`src/rtl/vga_timing_pkg.sv`:
```
// rtl/vga_timing_pkg.sv - shared VGA timing constants, types and helpers
package vga_timing_pkg;

    localparam int CNT_W = 10;

    // Default 640x480@60 timing, in pixel ticks and lines
    localparam int H_ACTIVE_DEF = 640;
    localparam int H_FP_DEF     = 16;
    localparam int H_SYNC_DEF   = 96;
    localparam int H_BP_DEF     = 48;
    localparam int V_ACTIVE_DEF = 480;
    localparam int V_FP_DEF     = 10;
    localparam int V_SYNC_DEF   = 2;
    localparam int V_BP_DEF     = 33;

    localparam int H_TOTAL_DEF = H_ACTIVE_DEF + H_FP_DEF + H_SYNC_DEF + H_BP_DEF;
    localparam int V_TOTAL_DEF = V_ACTIVE_DEF + V_FP_DEF + V_SYNC_DEF + V_BP_DEF;

    // Sync pulse bounds, inclusive
    localparam int H_SYNC_START_DEF = H_ACTIVE_DEF + H_FP_DEF;
    localparam int H_SYNC_END_DEF   = H_SYNC_START_DEF + H_SYNC_DEF - 1;
    localparam int V_SYNC_START_DEF = V_ACTIVE_DEF + V_FP_DEF;
    localparam int V_SYNC_END_DEF   = V_SYNC_START_DEF + V_SYNC_DEF - 1;

    // Logical (pixel-doubled) resolution seen by color_selector
    localparam int LOGIC_W = 320;
    localparam int LOGIC_H = 240;

    typedef logic [CNT_W-1:0] cnt_t;

    // Bits carried through the alignment delay line
    typedef struct packed {
        logic hsync;
        logic vsync;
        logic video_on;
    } sync_bits_t;

    localparam sync_bits_t SYNC_IDLE = '{hsync: 1'b1, vsync: 1'b1, video_on: 1'b0};

    function automatic logic in_window(cnt_t c, cnt_t lo, cnt_t hi);
        return (c >= lo) && (c <= hi);
    endfunction

endpackage

```
`src/rtl/vga_scan_gen_if.sv`:
```
// rtl/vga_scan_gen_if.sv - coordinate/colour loop and connector signals of the scan generator
interface vga_scan_gen_if;
    logic [2:0] color;
    logic [8:0] xvga;
    logic [7:0] yvga;
    logic       pix_tick;
    logic       frame_start;
    logic       hsync;
    logic       vsync;
    logic       video_on;
    logic       vga_r;
    logic       vga_g;
    logic       vga_b;

    modport master (
        input  color,
        output xvga, yvga, pix_tick, frame_start,
        output hsync, vsync, video_on, vga_r, vga_g, vga_b
    );

    modport slave (
        output color,
        input  xvga, yvga, pix_tick, frame_start,
        input  hsync, vsync, video_on, vga_r, vga_g, vga_b
    );
endinterface

```
`src/rtl/sync_delay.sv`:
```
// rtl/sync_delay.sv - tick-enabled shift register with reset value and look-ahead output
module sync_delay #(
    parameter int               WIDTH   = 1,
    parameter int               DEPTH   = 1,
    parameter logic [WIDTH-1:0] RST_VAL = '0
) (
    input  logic             clk,
    input  logic             rst_n,
    input  logic             en_i,
    input  logic [WIDTH-1:0] din_i,
    output logic [WIDTH-1:0] dout_o,
    output logic [WIDTH-1:0] next_o
);

    logic [WIDTH-1:0] stage_q [DEPTH];

    // Shift one stage per enable; reset loads the idle value into every stage
    always_ff @(posedge clk or negedge rst_n) begin
        if (!rst_n) begin
            for (int i = 0; i < DEPTH; i++) stage_q[i] <= RST_VAL;
        end else if (en_i) begin
            stage_q[0] <= din_i;
            for (int i = 1; i < DEPTH; i++) stage_q[i] <= stage_q[i-1];
        end
    end

    assign dout_o = stage_q[DEPTH-1];

    // next_o is what dout_o becomes after this edge, so downstream registers can stay aligned
    generate
        if (DEPTH == 1) begin : g_single
            assign next_o = en_i ? din_i : stage_q[0];
        end else begin : g_multi
            assign next_o = en_i ? stage_q[DEPTH-2] : stage_q[DEPTH-1];
        end
    endgenerate

endmodule

```
`src/rtl/vga_scan_gen.sv`:
```
// rtl/vga_scan_gen.sv - VGA raster scan generator and blanked RGB stage (option: VGA_SCAN_ALIGN_EN)
module vga_scan_gen
    import vga_timing_pkg::*;
#(
    parameter int CLK_DIV    = 2,
    parameter int H_ACTIVE   = H_ACTIVE_DEF,
    parameter int H_FP       = H_FP_DEF,
    parameter int H_SYNC     = H_SYNC_DEF,
    parameter int H_BP       = H_BP_DEF,
    parameter int V_ACTIVE   = V_ACTIVE_DEF,
    parameter int V_FP       = V_FP_DEF,
    parameter int V_SYNC     = V_SYNC_DEF,
    parameter int V_BP       = V_BP_DEF,
    parameter int PIPE_DELAY = 1
) (
    input  logic          clk,
    input  logic          rst_n,
    vga_scan_gen_if.master vga
);

    localparam int H_TOTAL = H_ACTIVE + H_FP + H_SYNC + H_BP;
    localparam int V_TOTAL = V_ACTIVE + V_FP + V_SYNC + V_BP;
    localparam int DIV_W   = (CLK_DIV > 1) ? $clog2(CLK_DIV) : 1;

    localparam logic [DIV_W-1:0] DIV_LAST = DIV_W'(CLK_DIV - 1);
    localparam cnt_t H_LAST   = cnt_t'(H_TOTAL - 1);
    localparam cnt_t V_LAST   = cnt_t'(V_TOTAL - 1);
    localparam cnt_t H_ACT    = cnt_t'(H_ACTIVE);
    localparam cnt_t V_ACT    = cnt_t'(V_ACTIVE);
    localparam cnt_t HS_START = cnt_t'(H_ACTIVE + H_FP);
    localparam cnt_t HS_END   = cnt_t'(H_ACTIVE + H_FP + H_SYNC - 1);
    localparam cnt_t VS_START = cnt_t'(V_ACTIVE + V_FP);
    localparam cnt_t VS_END   = cnt_t'(V_ACTIVE + V_FP + V_SYNC - 1);

    logic [DIV_W-1:0] div_cnt_q, div_cnt_d;
    cnt_t             hcount_q, hcount_d;
    cnt_t             vcount_q, vcount_d;
    logic             tick, h_wrap, v_wrap;

    logic             active_d, hsync_raw_d, vsync_raw_d, frame_start_d;
    logic [8:0]       xvga_d;
    logic [7:0]       yvga_d;
    logic             active_q, hsync_raw_q, vsync_raw_q, frame_start_q, pix_tick_q;
    logic [8:0]       xvga_q;
    logic [7:0]       yvga_q;
    logic [2:0]       rgb_q, rgb_d;

    logic             vid_next;
    logic             hsync_out, vsync_out, video_on_out;

    assign tick   = (div_cnt_q == DIV_LAST);
    assign h_wrap = (hcount_q == H_LAST);
    assign v_wrap = (vcount_q == V_LAST);

    // Divider and raster counters; counters move only on the pixel tick
    always_comb begin
        div_cnt_d = tick ? '0 : div_cnt_q + 1'b1;
        hcount_d  = hcount_q;
        vcount_d  = vcount_q;
        if (tick) begin
            if (h_wrap) begin
                hcount_d = '0;
                vcount_d = v_wrap ? '0 : vcount_q + 1'b1;
            end else begin
                hcount_d = hcount_q + 1'b1;
            end
        end
    end

    // Decode of the current counter state into the raw output values
    always_comb begin
        active_d      = (hcount_q < H_ACT) && (vcount_q < V_ACT);
        hsync_raw_d   = !in_window(hcount_q, HS_START, HS_END);
        vsync_raw_d   = !in_window(vcount_q, VS_START, VS_END);
        xvga_d        = active_d ? hcount_q[9:1] : '0;
        yvga_d        = active_d ? vcount_q[8:1] : '0;
        frame_start_d = tick && h_wrap && v_wrap;
    end

    // Counter state
    always_ff @(posedge clk or negedge rst_n) begin
        if (!rst_n) begin
            div_cnt_q <= '0;
            hcount_q  <= '0;
            vcount_q  <= '0;
        end else begin
            div_cnt_q <= div_cnt_d;
            hcount_q  <= hcount_d;
            vcount_q  <= vcount_d;
        end
    end

    // Registered raw outputs; pix_tick/frame_start land on the edge that moves the counters
    always_ff @(posedge clk or negedge rst_n) begin
        if (!rst_n) begin
            pix_tick_q    <= 1'b0;
            frame_start_q <= 1'b0;
            xvga_q        <= '0;
            yvga_q        <= '0;
            active_q      <= 1'b0;
            hsync_raw_q   <= 1'b1;
            vsync_raw_q   <= 1'b1;
        end else begin
            pix_tick_q    <= tick;
            frame_start_q <= frame_start_d;
            xvga_q        <= xvga_d;
            yvga_q        <= yvga_d;
            active_q      <= active_d;
            hsync_raw_q   <= hsync_raw_d;
            vsync_raw_q   <= vsync_raw_d;
        end
    end

`ifdef VGA_SCAN_ALIGN_EN
    sync_bits_t raw_bits, dly_bits, dly_next;

    assign raw_bits = {hsync_raw_q, vsync_raw_q, active_q};

    // Advancing on pix_tick_q samples the raw registers just before they update, so each stage is one pixel tick
    sync_delay #(
        .WIDTH   (3),
        .DEPTH   (PIPE_DELAY),
        .RST_VAL (SYNC_IDLE)
    ) u_sync_delay (
        .clk    (clk),
        .rst_n  (rst_n),
        .en_i   (pix_tick_q),
        .din_i  (raw_bits),
        .dout_o (dly_bits),
        .next_o (dly_next)
    );

    assign vid_next     = dly_next.video_on;
    assign hsync_out    = dly_bits.hsync;
    assign vsync_out    = dly_bits.vsync;
    assign video_on_out = dly_bits.video_on;
`else
    assign vid_next     = active_d;
    assign hsync_out    = hsync_raw_q;
    assign vsync_out    = vsync_raw_q;
    assign video_on_out = active_q;
`endif

    assign rgb_d = vga.color & {3{vid_next}};

    // RGB is gated with the video_on value that becomes visible on the same edge
    always_ff @(posedge clk or negedge rst_n) begin
        if (!rst_n) begin
            rgb_q <= '0;
        end else begin
            rgb_q <= rgb_d;
        end
    end

    assign vga.xvga        = xvga_q;
    assign vga.yvga        = yvga_q;
    assign vga.pix_tick    = pix_tick_q;
    assign vga.frame_start = frame_start_q;
    assign vga.hsync       = hsync_out;
    assign vga.vsync       = vsync_out;
    assign vga.video_on    = video_on_out;
    assign vga.vga_r       = rgb_q[2];
    assign vga.vga_g       = rgb_q[1];
    assign vga.vga_b       = rgb_q[0];

endmodule

```
`src/flat_wrapper.sv`:
```
// flat-port wrapper written by rule: the top's interface ports become plain ports
module vga_scan_gen_flat import vga_timing_pkg::*;
#(
    parameter int CLK_DIV    = 2,
    parameter int H_ACTIVE   = H_ACTIVE_DEF,
    parameter int H_FP       = H_FP_DEF,
    parameter int H_SYNC     = H_SYNC_DEF,
    parameter int H_BP       = H_BP_DEF,
    parameter int V_ACTIVE   = V_ACTIVE_DEF,
    parameter int V_FP       = V_FP_DEF,
    parameter int V_SYNC     = V_SYNC_DEF,
    parameter int V_BP       = V_BP_DEF,
    parameter int PIPE_DELAY = 1
)
  (clk, rst_n, vga_color, vga_xvga, vga_yvga, vga_pix_tick, vga_frame_start, vga_hsync, vga_vsync, vga_video_on, vga_vga_r, vga_vga_g, vga_vga_b);
  vga_scan_gen_if vga_i ();
  input  logic clk;
  input  logic rst_n;
  input wire logic [$bits(vga_i.color)-1:0] vga_color;
  output wire logic [$bits(vga_i.xvga)-1:0] vga_xvga;
  output wire logic [$bits(vga_i.yvga)-1:0] vga_yvga;
  output wire logic [$bits(vga_i.pix_tick)-1:0] vga_pix_tick;
  output wire logic [$bits(vga_i.frame_start)-1:0] vga_frame_start;
  output wire logic [$bits(vga_i.hsync)-1:0] vga_hsync;
  output wire logic [$bits(vga_i.vsync)-1:0] vga_vsync;
  output wire logic [$bits(vga_i.video_on)-1:0] vga_video_on;
  output wire logic [$bits(vga_i.vga_r)-1:0] vga_vga_r;
  output wire logic [$bits(vga_i.vga_g)-1:0] vga_vga_g;
  output wire logic [$bits(vga_i.vga_b)-1:0] vga_vga_b;
  assign vga_i.color = vga_color;
  assign vga_xvga = vga_i.xvga;
  assign vga_yvga = vga_i.yvga;
  assign vga_pix_tick = vga_i.pix_tick;
  assign vga_frame_start = vga_i.frame_start;
  assign vga_hsync = vga_i.hsync;
  assign vga_vsync = vga_i.vsync;
  assign vga_video_on = vga_i.video_on;
  assign vga_vga_r = vga_i.vga_r;
  assign vga_vga_g = vga_i.vga_g;
  assign vga_vga_b = vga_i.vga_b;
  vga_scan_gen #(.CLK_DIV(CLK_DIV), .H_ACTIVE(H_ACTIVE), .H_FP(H_FP), .H_SYNC(H_SYNC), .H_BP(H_BP), .V_ACTIVE(V_ACTIVE), .V_FP(V_FP), .V_SYNC(V_SYNC), .V_BP(V_BP), .PIPE_DELAY(PIPE_DELAY)) u_core (.clk(clk), .rst_n(rst_n), .vga(vga_i));
endmodule
```
`config.mk`:
```
export PLATFORM = sky130hd
export DESIGN_NAME = vga_scan_gen_flat
export DESIGN_NICKNAME = d
export VERILOG_FILES = /design/src/rtl/vga_timing_pkg.sv /design/src/rtl/vga_scan_gen_if.sv /design/src/rtl/sync_delay.sv /design/src/rtl/vga_scan_gen.sv /design/src/flat_wrapper.sv
export SDC_FILE = /design/constraint.sdc
export NUM_CORES = 1
export LEC_CHECK = 0
export ABC_AREA = 1
export CORE_ASPECT_RATIO = 0.75
export CORE_MARGIN = 3
export CORE_UTILIZATION = 26
export DETAILED_ROUTE_END_ITERATION = 8
export PLACE_DENSITY = 0.55
export SKIP_LAST_GASP = 1
export SLEW_MARGIN = 25
export SYNTH_ARGS = -nofsm -noshare
export SYNTH_HDL_FRONTEND = slang
export SYNTH_SLANG_ARGS = --single-unit
```
`constraint.sdc`:
```
create_clock -name clk -period 1.42 [get_ports clk]
set_input_delay 0.284 -clock clk [delete_from_list [all_inputs] [get_ports clk]]
set_output_delay 0.284 -clock clk [all_outputs]
set_load 0.02 [all_outputs]
```
==> Implementation_results.wiki, run 1 <==
{| class="wikitable"
! Metric !! Value
|-
| Status || finished clean
|-
| Setup crit start kind || flip-flop
|-
| DRT iter0 DRCs || 118
|-
| Detailed placer's ending HPWL || 3158 µm
|-
| Final-report setup violation count || 0
|-
| Wire length of the first global-routing pass || 7569 µm
|-
| Post-synth top area share || 0.5216
|-
| Type of the worst setup path || flip-flop to flip-flop
|-
| Routed length per placed instance || 11.68 µm
|-
| Standby leakage power || 1.382 nW
|-
| Number of slew-limit violations in the final report || 0
|-
| Sequential cell area fraction in the yosys report || 0.5465
|-
| Final Critical Period || 1.388 ns
|-
| Overall Global Routing Usage || 0.1048
|-
| Maximum achievable frequency || 720.2 MHz
|-
| Worst slew margin || 0.7043
|-
| Clock Sink Count || 46
|-
| Clock network latency to the later pin of the worst-skew pair || 0.30 ns
|-
| Vias in the first global route || 1521
|-
| Share of total power consumed by net switching || 0.2228
|-
| Clk Tree Root Cell || sky130_fd_sc_hd__clkbuf_8
|-
| Total die area || 9247 µm²
|-
| Final count of hold timing violations || 0
|-
| Maximum clock path buffer count || 2
|-
| Total Wirelength || 4507 µm
|-
| Die X-Extent || 110.0 µm
|-
| Global routing usage on met2 || 0.1421
|-
| Worst Clk Skew || 0.006495 ns
|-
| Number of standard-cell rows in the floorplan || 27
|-
| Number of enable-type register cells in the synthesized netlist || 0
|-
| Cell type contributing the most total cell area after synthesis || sky130_fd_sc_hd__dfrtp_1
|-
| Max cap viols || 0
|-
| Mean instance size in the synthesized netlist || 9.098 µm²
|-
| Peak VDD IR || 0.3237 mV
|-
| Placeable Area || 7601 µm²
|-
| Number of I/O pins || 30
|-
| Number of buffers created by CTS || 5
|-
| Met1 track utilization from global routing || 0.1536
|-
| Final cycle utilization of the critical path || 0.9778
|-
| Grt total ovfl || 0
|-
| Crit path required time || 1.61 ns
|-
| Busiest grt layer || met1
|-
| Endpoint class of the critical path || flip-flop
|-
| Async SR Flop Fraction || 1.000
|-
| Kind of path behind the tightest hold check || primary input to async pin
|-
| Yosys Warn Count || 0
|-
| Antenna violations before repair || 0
|-
| Clk network pwr share || 0.366
|-
| Number of standard cells after synthesis || 232
|-
| # DRC || 0
|-
| Number of nets with antenna violations after detailed routing || 0
|-
| Logic pwr share || 0.026
|-
| IO Port Bufs || 29
|-
| Top cells by instance count after synthesis || sky130_fd_sc_hd__dfrtp_1, sky130_fd_sc_hd__nor2_1, sky130_fd_sc_hd__nand2_1
|-
| CTS tree || done
|-
| Setup slack of the most critical reg-to-reg path || 0.03 ns
|-
| Primary flip-flop cell chosen by synthesis mapping || sky130_fd_sc_hd__dfrtp_1
|-
| Measured slew at the worst slew-check pin || 0.4436 ns
|-
| Final net count || 294
|-
| Number of inserted diodes || 0
|-
| Net Count, Synth || 242
|-
| Maximum number of pins on one net before global-route repair || 30
|-
| Switching pwr || 0.0004817 W
|-
| Total negative slack || 0 ns
|-
| Min setup slack post-route || 0.03156 ns
|-
| Post-synthesis cell area || 2111 µm²
|-
| Layout cells sized above 1 || 0.2175
|-
| Avg Vias per Cell || 4.225
|-
| Final Core Density || 0.3667
|-
| Sequential Power Share || 0.608
|-
| Critical-path maximum fanout || 7
|-
| Clk slew on worst S/H paths || 0.08 ns
|-
| Max H-tree Level || 2
|-
| Setup Slack @ Placement || -0.06374 ns
|-
| Setup repair after global routing missed its margin || true
|-
| Global-route met3 utilization || 0.03016
|-
| Die height || 84.03 µm
|-
| Routability Congestion || 0.8365
|-
| Number of storage elements in the synthesis netlist || 46
|-
| WP data arrival || 1.58 ns
|-
| Unique cell type count in the Yosys netlist || 31
|-
| Total number of vias || 1631
|-
| Starting utilization of the core area || 0.2777
|-
| Leading cell type by number of instances after synthesis || sky130_fd_sc_hd__dfrtp_1
|-
| Main area contributors after synthesis || sky130_fd_sc_hd__dfrtp_1, sky130_fd_sc_hd__nor2_1, sky130_fd_sc_hd__nand2_1
|-
| PwrDens || 775.5 nW/µm²
|-
| Cell-internal power || 0.001680 W
|-
| Layout overhead on the synthesized area || 32.07%
|-
| Initial DRT Pass Iterations || 4
|}
==> worst paths after layout <==
path,startpoint,end,cells after the start
max,u_core.hcount_q[0]$_DFFE_PN0P_,u_core.vcount_q[9]$_DFFE_PN0P_,7
min,rst_n,u_core.hcount_q[6]$_DFFE_PN0P_,2
min reg2reg,u_core.vcount_q[9]$_DFFE_PN0P_,u_core.vcount_q[9]$_DFFE_PN0P_,2
min in group clk,vga_color[2],u_core.rgb_q[2]$_DFF_PN0_,3
max in group asynchronous,rst_n,u_core.div_cnt_q$_DFF_PN0_,3
max reg2reg,u_core.hcount_q[0]$_DFFE_PN0P_,u_core.vcount_q[9]$_DFFE_PN0P_,7
==> critical path, stage by stage, from the launching register on <==
cell and delay, ns:
sky130_fd_sc_hd__dfrtp_1 0.36, sky130_fd_sc_hd__ha_2 0.21, sky130_fd_sc_hd__nand2_4 0.07, sky130_fd_sc_hd__nor2_8 0.18, sky130_fd_sc_hd__buf_12 0.12, sky130_fd_sc_hd__nand4_4 0.17, sky130_fd_sc_hd__nand2_1 0.11, sky130_fd_sc_hd__nand2_1 0.05
==> what timing repair did <==
item	4_1_cts	5_1_grt
resized for setup	27	18
endpoints found under the hold margin	15	0
pin swaps	1	6
hold buffers	1	0
cloned	1	1
buffers inserted	0	4
endpoints found under the setup margin	34	22
==> stage by stage <==
step                      instances  instance area (µm²)  hold WS, ns  total power [W]
after global routing            386                 2788       0.4810         0.002277
after detailed placement        371                 2604       0.2583         0.001402
after global placement          371                 2604       0.2551         0.001402
after CTS                       381                 2691       0.4579         0.002204
final                           386                 2788       0.4554         0.002162
after floorplan                 232                 2111     -0.01159         0.001350
==> cell families after synthesis <==
group | Yosys count | synth area share
AOI/OAI and AO/OA | 15 | 0.04209
buffers and inverters | 39 | 0.07764
and+or+nand+nor | 122 | 0.2833
xor gates and xnor gates | 5 | 0.02075
DFF | 46 | 0.5465
adders and majority gates | 5 | 0.02964
==> per-layer routing <==
metal  vias to the layer above  wire length, µm
met5                         -                0
met4                         0               74
met3                         6              296
met2                        42             1902
met1                       761             2234
li1                        822                -
==> cell type report <==
class / instances / area [µm²]
fillers: 795 / 4813
flip-flops and latches: 46 / 1155
multi-input cells: 148 / 860.8
repair buffers: 49 / 427.9
inverters: 34 / 127.6
well taps: 101 / 126.4
clock buffers: 5 / 68.82
clock inverters: 3 / 21.27
==> power by group through the flow <==
stage / clock (W) / sequential, W / combinational [W]
6_report: 0.000791 / 0.00131 / 0.0000573
5_1_grt: 0.000897 / 0.00131 / 0.0000655
4_1_cts: 0.000829 / 0.00131 / 0.0000605
3_5_place_dp: 0 / 0.00134 / 0.0000615
3_3_place_gp: 0 / 0.00134 / 0.0000617
2_1_floorplan: 0 / 0.00135 / 0.00000336
==> cell usage in the layout, fill, tap and decap left out, types with 2 or more instances in the layout <==
master,Yosys,final
sky130_fd_sc_hd__clkbuf_8,0,5
sky130_fd_sc_hd__inv_1,30,30
sky130_fd_sc_hd__dlygate4sd2_1,0,23
sky130_fd_sc_hd__nor2_4,2,2
sky130_fd_sc_hd__nor3_1,4,4
sky130_fd_sc_hd__o21ai_0,8,7
sky130_fd_sc_hd__o21ai_2,2,3
sky130_fd_sc_hd__inv_2,3,3
sky130_fd_sc_hd__dfstp_2,2,2
sky130_fd_sc_hd__nor2_2,1,5
sky130_fd_sc_hd__o21ai_1,2,2
sky130_fd_sc_hd__nand4_4,1,2
sky130_fd_sc_hd__buf_12,0,2
sky130_fd_sc_hd__nand3_4,1,2
sky130_fd_sc_hd__nand4_1,4,4
sky130_fd_sc_hd__nand3b_1,2,2
sky130_fd_sc_hd__nand2_2,3,5
sky130_fd_sc_hd__buf_4,2,16
sky130_fd_sc_hd__dfrtp_1,44,43
sky130_fd_sc_hd__nand3_1,16,14
sky130_fd_sc_hd__xor2_1,5,5
sky130_fd_sc_hd__clkdlybuf4s50_1,0,3
sky130_fd_sc_hd__ha_1,5,4
sky130_fd_sc_hd__nand2_1,41,38
sky130_fd_sc_hd__nor2_1,43,39
sky130_fd_sc_hd__nor2_8,2,2
sky130_fd_sc_hd__clkbuf_2,1,2
==> registers in the layout, summed over array words and instances (netlist names) <==
name and cells:
u_core.vga.xvga 9, u_core.vga.frame_start 1, u_core.vga.video_on 1, u_core.vga.pix_tick 1, u_core.vga.vsync 1, u_core.vcount_q 10
u_core.div_cnt_q 1, u_core.vga.hsync 1, u_core.hcount_q 10, u_core.vga.yvga 8, u_core.rgb_q 3
(Power assumes the default switching activity.)
==> run 2: changes to the inputs <==
CAP_MARGIN = 10   (was not set)
==> results of run 2 <==
Same layout as run 1: the final DEF is identical, and so are final timing and power.
